[src/rtl/comp_multiplier_if.sv]
// Start/operand/result signal bundle between a requester and comp_multiplier.
interface comp_multiplier_if #(
  parameter int WIDTH = 32
);
  logic                 Run;
  logic [WIDTH-1:0]     Multiplicand_in;
  logic [WIDTH-1:0]     Multiplier_in;
  logic [2*WIDTH-1:0]   Product_out;
  logic                 Ready;

  modport master (
    output Run, Multiplicand_in, Multiplier_in,
    input  Product_out, Ready
  );

  modport slave (
    input  Run, Multiplicand_in, Multiplier_in,
    output Product_out, Ready
  );
endinterface

[src/rtl/comp_multiplier.sv]
// Sequential shift-add unsigned multiplier: one partial product per cycle over
// WIDTH cycles, then a one-cycle Ready pulse. WIDTH must be at least 2.
module comp_multiplier #(
  parameter int WIDTH = 32
) (
  input  logic                clk,
  input  logic                Reset,
  comp_multiplier_if.slave    bus
);

  localparam int CNT_W = $clog2(WIDTH + 1);

  typedef enum logic [1:0] {
    IDLE,
    CALC,
    DONE
  } state_t;

  state_t               state;
  state_t               state_nxt;
  logic [CNT_W-1:0]     cnt;
  logic [WIDTH-1:0]     mcand_reg;
  logic [2*WIDTH-1:0]   prod;
  logic [WIDTH:0]       partial;
  logic                 last_iter;

  // Upper half plus multiplicand at WIDTH+1 bits keeps the carry for the shift.
  always_comb begin
    if (prod[0]) begin
      partial = {1'b0, prod[2*WIDTH-1:WIDTH]} + {1'b0, mcand_reg};
    end else begin
      partial = {1'b0, prod[2*WIDTH-1:WIDTH]};
    end
  end

  assign last_iter = (cnt == CNT_W'(WIDTH - 1));

  // NOTE: registers use non-blocking (<=) so every flop samples pre-edge values.
  always_ff @(posedge clk) begin
    if (!Reset) begin
      state <= IDLE;
    end else begin
      state <= state_nxt;
    end
  end

  // NOTE: default assignment first so no path through the case infers a latch.
  always_comb begin
    state_nxt = state;
    case (state)
      IDLE:    if (bus.Run) state_nxt = CALC;
      CALC:    if (last_iter) state_nxt = DONE;
      DONE:    state_nxt = IDLE;
      default: state_nxt = IDLE;
    endcase
  end

  // NOTE: the datapath is reset too, so Product_out reads 0 until the first result.
  always_ff @(posedge clk) begin
    if (!Reset) begin
      cnt       <= '0;
      mcand_reg <= '0;
      prod      <= '0;
    end else begin
      case (state)
        IDLE: begin
          if (bus.Run) begin
            mcand_reg <= bus.Multiplicand_in;
            prod      <= {{WIDTH{1'b0}}, bus.Multiplier_in};
            cnt       <= '0;
          end
        end
        CALC: begin
          prod <= {partial, prod[WIDTH-1:1]};
          cnt  <= cnt + 1'b1;
        end
        default: ;
      endcase
    end
  end

  always_comb begin
    bus.Ready       = (state == DONE);
    bus.Product_out = prod;
  end

endmodule

[src/flat_wrapper.sv]
// flat-port wrapper written by rule: the top's interface ports become plain ports
module comp_multiplier_flat 
#(
  parameter int WIDTH = 32
)
  (clk, Reset, bus_Run, bus_Multiplicand_in, bus_Multiplier_in, bus_Product_out, bus_Ready);
  comp_multiplier_if #(.WIDTH(WIDTH)) bus_i ();
  input  logic clk;
  input  logic Reset;
  input wire logic [$bits(bus_i.Run)-1:0] bus_Run;
  input wire logic [$bits(bus_i.Multiplicand_in)-1:0] bus_Multiplicand_in;
  input wire logic [$bits(bus_i.Multiplier_in)-1:0] bus_Multiplier_in;
  output wire logic [$bits(bus_i.Product_out)-1:0] bus_Product_out;
  output wire logic [$bits(bus_i.Ready)-1:0] bus_Ready;
  assign bus_i.Run = bus_Run;
  assign bus_i.Multiplicand_in = bus_Multiplicand_in;
  assign bus_i.Multiplier_in = bus_Multiplier_in;
  assign bus_Product_out = bus_i.Product_out;
  assign bus_Ready = bus_i.Ready;
  comp_multiplier #(.WIDTH(WIDTH)) u_core (.clk(clk), .Reset(Reset), .bus(bus_i));
endmodule
[config.mk]
export PLATFORM = sky130hd
export DESIGN_NAME = comp_multiplier_flat
export DESIGN_NICKNAME = d
export VERILOG_FILES = /design/src/rtl/comp_multiplier_if.sv /design/src/rtl/comp_multiplier.sv /design/src/flat_wrapper.sv
export SDC_FILE = /design/constraint.sdc
export NUM_CORES = 1
export LEC_CHECK = 0
export ABC_AREA = 1
export CAP_MARGIN = 30
export CELL_PAD_IN_SITES_DETAIL_PLACEMENT = 1
export CELL_PAD_IN_SITES_GLOBAL_PLACEMENT = 2
export CORE_UTILIZATION = 30
export CTS_BUF_LIST = sky130_fd_sc_hd__clkbuf_4
export CTS_CLUSTER_DIAMETER = 150
export DETAILED_ROUTE_END_ITERATION = 8
export PLACE_DENSITY = 0.94
export SYNTH_ARGS = -nofsm -noshare
export SYNTH_HDL_FRONTEND = slang
export SYNTH_SLANG_ARGS = --single-unit
export TNS_END_PERCENT = 50
[constraint.sdc]
create_clock -name clk -period 4.83 [get_ports clk]
set_input_delay 0.483 -clock clk [delete_from_list [all_inputs] [get_ports clk]]
set_output_delay 0.483 -clock clk [all_outputs]
set_load 0.02 [all_outputs]
==> results.py <==
metrics = {
    "status": {
        "status": "finished, final reports clean",
    },
    "yosys": {
        "synth_xor_xnor_area_share_pct": 1.72,
        "synth_cell_types": 36,
        "syn-num-nets": 1188,
        "yosysWarnings": 0,
        "async_flop_share_pct": 0,
        "syn_area_um2": 6630,
        "ys_seq_area_share_pct": 31.4,
        "synth-edff-count": 0,
        "post_synth.cell_area_avg_um2": 6.10,
        "synthSimpleGateAreaFrac_pct": 34.6,
        "muxShareOfSynthArea_pct": 0,
        "synth_fa_ha_area_share_pct": 6.53,
        "synth_cells": 1087,
        "synth_top_family_by_area": "simple AND/OR/NAND/NOR gates",
        "synth_flop_cell": "dfxtp_1",
        "synth_seq_cells": 104,
        "synth-compound-area-share_pct": 15.1,
    },
    "setup_path": {
        "crit_fanout": 66,
        "max_stage_delay_ps": 700,
        "critPathRequiredTime_ps": 5280,
        "path_delay_family": "buffers and inverters",
        "critPathBufInv": 2,
        "cpMaxStageDelayCell": "inv_2",
        "path_cells": "nor2_1 > nand2_2 > inv_2 > nor2_4 > inv_2 > o21ai_0 > a31oi_1",
        "critPathKind": "reg -> reg",
        "crit_arrival_ps": 3220,
        "cp-start-kind": "register",
        "crit_path_end_kind": "register",
        "path_common_cell": "inv_2",
    },
    "global_routing": {
        "grt_pass1_wl_mm": 35.3,
        "grt_pass1_vias": 7058,
        "antenna_found_initial": 1,
        "globalRouteTotalUtil_pct": 19.5,
        "grt_max_degree": 70,
        "grt_overflow": 0,
    },
    "timing": {
        "drv_slew": 0,
        "clock_skew_ps": 47.8,
        "layout_min_cycle_time_ps": 2770,
        "setup_viol": 0,
        "worst_pin_slew_ps": 938,
        "slew_headroom_pct": 37.4,
        "hold_viol_final": 0,
        "rsz0062_at_grt": "false",
        "tns_ps": 0,
        "setup_slack_ps": 2060,
        "finalCritPeriodShare_pct": 57.4,
        "hold_ws_ps": 488,
        "max_freq_mhz": 361,
    },
    "placement": {
        "gp_congestion": 0.848,
        "io_buffers": 131,
        "pre_cts_ws_ps": 1480,
        "hpwl_mm": 15.6,
        "dp.cells": 1460,
        "postPlaceCellArea_um2": 8120,
    },
    "finish": {
        "area_growth_pct": 25.0,
        "nFillCells": 2915,
        "multiInputGateArea_um2": 3840,
        "largest_reg_flops": 64,
        "layout-drive-gt1-share_pct": 3.68,
        "seq_area_um2": 2080,
        "stdcell_count": 1478,
        "nets": 1292,
        "design_area_um2": 8290,
    },
    "clock_network": {
        "htreeDepth": 3,
        "clk_pin_slew_ps": 220,
        "cts_tree": "built",
        "cts_buffers": 9,
        "clock_path_buffers": 2,
        "postCtsResizedCells": 0,
        "cts-root-buf": "clkbuf_4",
        "clock_latency_ps": 530,
        "post-cts-setup-buffer-count": 0,
        "ctsHoldBuffers": 0,
        "clock_sinks": 104,
    },
    "drt": {
        "drt_first_pass_iters": 4,
        "drc": 0,
        "wl_mm": 21.0,
        "vias": 7014,
        "drtIter0Drc": 276,
        "wire_per_inst_um": 14.2,
        "ant_nets": 0,
        "viasPerCell": 4.75,
    },
    "floorplanning": {
        "die_width_um": 151,
        "ios": 132,
        "die_height_um": 151,
        "dieArea_um2": 22700,
        "coreArea_um2": 21800,
        "rows": 54,
        "start_util_pct": 30.5,
    },
    "power_and_ir_drop": {
        "p_clk_share_pct": 23.9,
        "power_leakage_nw": 3.75,
        "p_int_w": 0.00133,
        "ir_drop_mv": 0.158,
        "powerDensity_nw_per_um2": 260,
        "power_frac_comb_pct": 29.2,
        "p_switching_w": 0.000823,
        "p_seq_share_pct": 46.9,
        "power.share.switching_pct": 38.2,
    },
    "job": {
        "timing.max_cap.violations": 0,
    },
    "min_path": {
        "hold_path.class": "in -> reg",
    },
}
==> cell type report <==
cell class              instances  share of cell area (%)
repair buffers                136                    16.2
multi-input cells             808                    46.4
inverters                     132                    5.98
clock buffers                   9                   0.815
diodes                          2                  0.0604
flip-flops and latches        104                    25.1
clock inverters                 7                    1.19
well taps                     280                    4.23
==> placed cells by master (no fill, tap or decap), drive strengths merged <==
cell type	count
nand2	359
nor2	161
inv	135
clkdlybuf4s50	130
dfxtp	104
o21ai	80
a21oi	62
nand3	48
ha	33
a31oi	31
clkbuf	9
xnor2	8
o211ai	7
buf	6
xor2	5
clkinv	4
nand3b	3
diode	2
nor3	2
and2	2
o31ai	2
a21o	1
a221oi	1
a22oi	1
nand4	1
fa	1
==> logic make-up (layout without fill, tap and decap cells) <==
family / Yosys count / count (layout)
adder cells (fa/ha/maj): 34 / 34
other: 0 / 2
AO/OA/AOI/OAI: 185 / 185
buffers and inverters: 175 / 284
XOR/XNOR: 13 / 13
AND/OR/NAND/NOR: 576 / 576
flip-flops: 104 / 104
==> metrics by stage <==
stage,utilization (%),total power (W)
after global placement,37.3,0.00165
after detailed placement,37.3,0.00167
final,38.1,0.00216
after floorplan,-,0.00141
after CTS,38.1,0.00219
after global routing,38.1,0.00230
==> worst paths after layout <==
kind	from	endpoint	slack (ps)	cells past startpoint
setup / recovery	u_core.state[0]$_SDFFE_PN0P_	u_core.bus.Product_out[24]$_SDFFE_PN0P_	2060	7
hold / removal	bus_Multiplier_in[15]	u_core.bus.Product_out[15]$_SDFFE_PN0P_	490	3
setup reg to reg	u_core.state[0]$_SDFFE_PN0P_	u_core.bus.Product_out[24]$_SDFFE_PN0P_	2060	7
hold reg to reg	u_core.bus.Product_out[18]$_SDFFE_PN0P_	u_core.bus.Product_out[17]$_SDFFE_PN0P_	500	2
==> tightest hold or removal path, cell delays in order <==
cell and delay [ps]:
clkdlybuf4s50_1 390, nand2_1 60, a31oi_1 70
==> synthesized netlist by cell type, types with 3 or more instances <==
cell,instances,area share (%)
nand2_1,351,20
nor2_1,155,8.8
inv_1,128,7.2
dfxtp_1,104,31
o21ai_0,71,5.4
a21oi_1,60,4.5
nand3_1,46,3.5
ha_1,33,6.2
a31oi_1,31,2.9
clkbuf_1,27,1.5
o21ai_1,9,0.68
nand2_2,8,0.75
xnor2_1,8,1.1
buf_2,7,0.53
o211ai_1,7,0.79
nor2_2,5,0.47
xor2_1,5,0.66
buf_1,3,0.17
inv_2,3,0.17
nand3b_1,3,0.34
==> metal layers <==
| layer | share of wire (%) | track usage, % | vias up |
|---|---|---|---|
| met4 | 0.95 | 4.55 | 0 |
| met3 | 4.9 | 3.85 | 11 |
| met1 | 48 | 24.7 | 3252 |
| met5 | 0 | 0 | - |
| li1 | - | - | 3638 |
| met2 | 46 | 34.0 | 113 |
==> power groups by stage <==
| stage | Combinational (W) | Clock (W) | Sequential (W) |
|---|---|---|---|
| after floorplan | 0.000351 | 0 | 0.00106 |
| after global placement | 0.000621 | 0 | 0.00103 |
| after detailed placement | 0.000638 | 0 | 0.00103 |
| after CTS | 0.000641 | 0.000540 | 0.00101 |
| after global routing | 0.000704 | 0.000573 | 0.00102 |
| final | 0.000629 | 0.000516 | 0.00101 |
No activity file was read; power rests on OpenSTA's default activity.
